File: src/rtl/bcd_converter.sv
// Sequential 16-bit binary to 4-digit packed BCD converter (double dabble, 16 shift cycles).
// Define BCD_CONVERTER_SATURATE_EN to clamp bcd_out to 16'h9999 when the operand exceeds 9999.
module bcd_converter (
    input  logic        clk,
    input  logic        rst,
    input  logic        start,
    input  logic [15:0] bin_in,
    output logic        busy,
    output logic        done,
    output logic [15:0] bcd_out,
    output logic        overflow
);

    typedef enum logic [1:0] {
        IDLE  = 2'd0,
        SHIFT = 2'd1,
        LOAD  = 2'd2
    } state_t;

    state_t      state_r;
    state_t      state_next_s;
    logic [15:0] operand_r;
    logic [19:0] scratch_r;
    logic [3:0]  count_r;
    logic [15:0] adjusted_s;
    logic [15:0] load_value_s;
    logic        load_ovf_s;

    // Add 3 to every BCD digit that is 5 or more, ahead of the next left shift.
    function automatic logic [15:0] dabble_adjust(input logic [15:0] digits);
        logic [15:0] result;
        logic [3:0]  d;
        result = digits;
        for (int i = 0; i < 4; i++) begin
            d = digits[4*i +: 4];
            if (d >= 4'd5) begin
                result[4*i +: 4] = d + 4'd3;
            end else begin
                result[4*i +: 4] = d;
            end
        end
        return result;
    endfunction

    // The ten-thousands digit stays below 4 until the final shift, so it never needs adjusting.
    assign adjusted_s = dabble_adjust(scratch_r[15:0]);

    // Next-state logic.
    always_comb begin
        state_next_s = state_r;
        case (state_r)
            IDLE: begin
                if (start) begin
                    state_next_s = SHIFT;
                end else begin
                    state_next_s = IDLE;
                end
            end
            SHIFT: begin
                if (count_r == 4'd15) begin
                    state_next_s = LOAD;
                end else begin
                    state_next_s = SHIFT;
                end
            end
            LOAD:    state_next_s = IDLE;
            default: state_next_s = IDLE;
        endcase
    end

    // Result selection from the finished scratch register.
    always_comb begin
        load_ovf_s = (scratch_r[19:16] != 4'd0);
`ifdef BCD_CONVERTER_SATURATE_EN
        if (load_ovf_s) begin
            load_value_s = 16'h9999;
        end else begin
            load_value_s = scratch_r[15:0];
        end
`else
        load_value_s = scratch_r[15:0];
`endif
    end

    // State register.
    always_ff @(posedge clk) begin
        if (rst) begin
            state_r <= IDLE;
        end else begin
            state_r <= state_next_s;
        end
    end

    // Datapath and registered outputs.
    always_ff @(posedge clk) begin
        if (rst) begin
            operand_r <= 16'h0000;
            scratch_r <= 20'h00000;
            count_r   <= 4'd0;
            busy      <= 1'b0;
            done      <= 1'b0;
            bcd_out   <= 16'h0000;
            overflow  <= 1'b0;
        end else begin
            done <= 1'b0;
            case (state_r)
                IDLE: begin
                    if (start) begin
                        operand_r <= bin_in;
                        scratch_r <= 20'h00000;
                        count_r   <= 4'd0;
                        busy      <= 1'b1;
                    end
                end
                SHIFT: begin
                    {scratch_r, operand_r} <= {scratch_r[18:16], adjusted_s, operand_r, 1'b0};
                    count_r <= count_r + 4'd1;
                end
                LOAD: begin
                    bcd_out  <= load_value_s;
                    overflow <= load_ovf_s;
                    done     <= 1'b1;
                    busy     <= 1'b0;
                end
                default: begin
                    busy <= 1'b0;
                end
            endcase
        end
    end

endmodule

File: config.mk
export PLATFORM = sky130hd
export DESIGN_NAME = bcd_converter
export DESIGN_NICKNAME = d
export VERILOG_FILES = /design/src/rtl/bcd_converter.sv
export SDC_FILE = /design/constraint.sdc
export NUM_CORES = 1
export LEC_CHECK = 0
export ABC_AREA = 0
export CAP_MARGIN = 20
export CELL_PAD_IN_SITES_DETAIL_PLACEMENT = 1
export CELL_PAD_IN_SITES_GLOBAL_PLACEMENT = 1
export CORE_UTILIZATION = 30
export DETAILED_ROUTE_END_ITERATION = 10
export PLACE_DENSITY = 0.67
export REMOVE_ABC_BUFFERS = 1
export SLEW_MARGIN = 25
export SYNTH_ARGS = -nofsm -noshare
export SYNTH_HDL_FRONTEND = slang
export SYNTH_SLANG_ARGS = --single-unit
File: constraint.sdc
create_clock -name clk -period 2.2 [get_ports clk]
set_clock_uncertainty 0.2 [all_clocks]
set_input_delay 0.33 -clock clk [delete_from_list [all_inputs] [get_ports clk]]
set_output_delay 0.33 -clock clk [all_outputs]
set_load 0.02 [all_outputs]
==> run summary <==
status = finished, final reports clean
ANT nets after route = 0
RSZ-0062 raised after global routing = no
FFs w/ async S/R, synth = 0
FP Rows = 33
initial core utilization = 0.313
Final Hold Viols = 0
reg2reg path depth = 3
Avg WL per Cell = 13.2 um
Antenna Cells = 0
Max Cap Viol = 0
post-DP HPWL = 4070 um
number of gates resized after CTS = 0
final design utilization = 0.401
Synth Flop Type = dfxtp_1
Slew Viols, Final = 0
DRC violations left = 0
worst r2r src = state_r[1]$_SDFF_PP0_
Design Area, Final = 0.00333 sq mm
Lkg Pwr = 0.00122 uW
Critical path buffers and inverters = 1
Finish-stage setup viols = 0
drt first pass iters = 4
crit path max fanout = 2
Synthesis Warnings = 0
Die ar. = 0.00903 sq mm
htree depth = 3
pin count of the biggest net entering global routing = 32
worst skew pair latency = 340 ps
first-pass GRT wire length = 10400 um
WS Path Type = reg2out
boundary pin count = 38
core area = 0.00830 sq mm
CP Launch Type = register
dpl cell area = 0.00307 sq mm
Total Power = 2650 uW
Layout area overhead = 28.3%
Root Driver = clkbuf_8
Critical Path Slowest Stage Cell = clkdlybuf4s50_1
final cell count without fillers = 453
DR iter-0 viols = 75
overall routed net length = 5960 um
Post-Syn Instances = 306
count of cell types in the netlist = 32
worst setup path startpoint = overflow$_SDFFE_PP0P_
nets@finish = 371
fraction of layout instances using a drive strength above 1 = 0.0862
Synth Register Bits = 61
Clk pin slew, worst setup/hold paths = 70 ps
Max VDD drop = 0.286 mV
post-synthesis area per instance = 8.48 sq um
number of clock sinks = 61
die span in x = 95.0 um
crit path DAT = 1280 ps
netlist area before placement = 0.00259 sq mm
PwrDens = 796 mW/mm^2
CP endpoint = overflow
Worst Max-Slew Pin Slew = 858 ps
via count = 2238
CP Depth = 1
CP endpoint kind = output pin
hold_buf cts = 0
Slew HR = 0.426
EDFF count, synth = 0
clk buf depth = 2
post-DR vias/cell = 4.94
reg2reg end = scratch_r[16]$_SDFFE_PP0P_
TritonCTS clock tree = done
Buffers on Ports = 37
vias in the first global route = 2194
Critical Path RT = 1670 ps
GPL Wtd Cong = 0.700
HP Class = reg2reg
chip height = 95.0 um
Fmax = 554 MHz
CTS Buf Count = 9
initial antenna violation count = 0
grt ovf = 0
fin crit share = 0.821
TNS Setup = 0 ps
Largest stage delay, worst path = 600 ps
Worst path top cell family by delay = buffers and inverters
placed cell count = 437
GRT Total Usage = 0.151
flop-to-flop setup slack = 420 ps
Tmin final = 1810 ps
setup bufs post-CTS = 0
crit path cell chain = clkdlybuf4s50_1
sequential element share of the synthesized area = 0.471
## layer usage
layer,GRT usage,wire length (um)
met1,0.195,3010
met2,0.239,2740
met3,0.0435,176
met4,0.0530,38
met5,0,0
## placed cells by master, fill, tap and decap left out, types with 2 or more instances in the layout
master,count
nand2_1,65
dfxtp_1,61
clkdlybuf4s50_1,36
nor2_1,32
a21oi_1,28
a311oi_1,14
a22o_1,12
o21ai_0,9
ha_1,9
clkbuf_8,9
inv_1,8
buf_4,8
nand3_1,7
nor3_1,7
nand2b_1,5
a22oi_1,5
xor2_1,4
mux2i_1,4
xnor2_1,4
bufinv_16,4
nor2_4,2
clkinv_2,2
## cell usage after synthesis, types with 5 or more instances
master    instances  area share
a21oi_1          28       0.054
a22o_1           12       0.041
a22oi_1           5       0.014
a311oi_1         14       0.047
buf_2            12       0.023
dfxtp_1          61        0.47
ha_1              9       0.043
inv_1             8       0.012
nand2_1          65       0.094
nand2b_1          5       0.012
nand3_1           7       0.013
nor2_1           32       0.046
nor3_1            7       0.013
o21ai_0           9       0.017
## registers in the layout, indices dropped and copies added, names as in the netlist
name / flops
state_r: 2
scratch_r: 20
operand_r: 16
overflow: 1
bcd_out: 16
count_r: 4
busy: 1
done: 1
## worst min-delay path by stage
stage,startpoint,to,slack (ps),depth (start not counted)
after floorplan,rst,operand_r[8]$_SDFFE_PP0P_,200,1
after global placement,bcd_out[8]$_SDFFE_PP0P_,bcd_out[8]$_SDFFE_PP0P_,240,2
after detailed placement,bcd_out[3]$_SDFFE_PP0P_,bcd_out[3]$_SDFFE_PP0P_,250,2
after CTS,rst,bcd_out[2]$_SDFFE_PP0P_,250,3
after global routing,rst,scratch_r[18]$_SDFFE_PP0P_,270,3
final,bcd_out[5]$_SDFFE_PP0P_,bcd_out[5]$_SDFFE_PP0P_,260,2
## cells by family (layout without fill, tap and decap cells)
group,after synthesis,count (layout),synth area share
AOI/OAI and AO/OA,72,72,0.188
muxes,4,4,0.0154
xor gates and xnor gates,8,8,0.0270
DFF,61,61,0.471
and+or+nand+nor,123,123,0.202
buffers and inverters,29,71,0.0535
adders and majority gates,9,9,0.0434
## layout make-up
type	instances	area, sq um
clock buffer	9	124
clock inverter	7	138
fill	988	4970
inverter	9	33.8
multi-input combinational	216	1230
sequential	61	1220
tap	105	131
timing repair buffer	46	445
## power by group
part           total (uW)  switching, uW  leakage (uW)  internal (uW)
Sequential           1150           18.8      0.000496           1140
Clock                1320            460      0.000129            863
Combinational         172           94.2      0.000598           77.7
## per-stage QoR
| step | setup slack [ps] | hold slack (ps) |
|---|---|---|
| after CTS | 348 | 250 |
| after global routing | 261 | 267 |
| after detailed placement | 289 | 252 |
| after global placement | 338 | 242 |
| after floorplan | 388 | 198 |
| final | 394 | 256 |
Note: power is estimated with default switching activity, not from simulation.
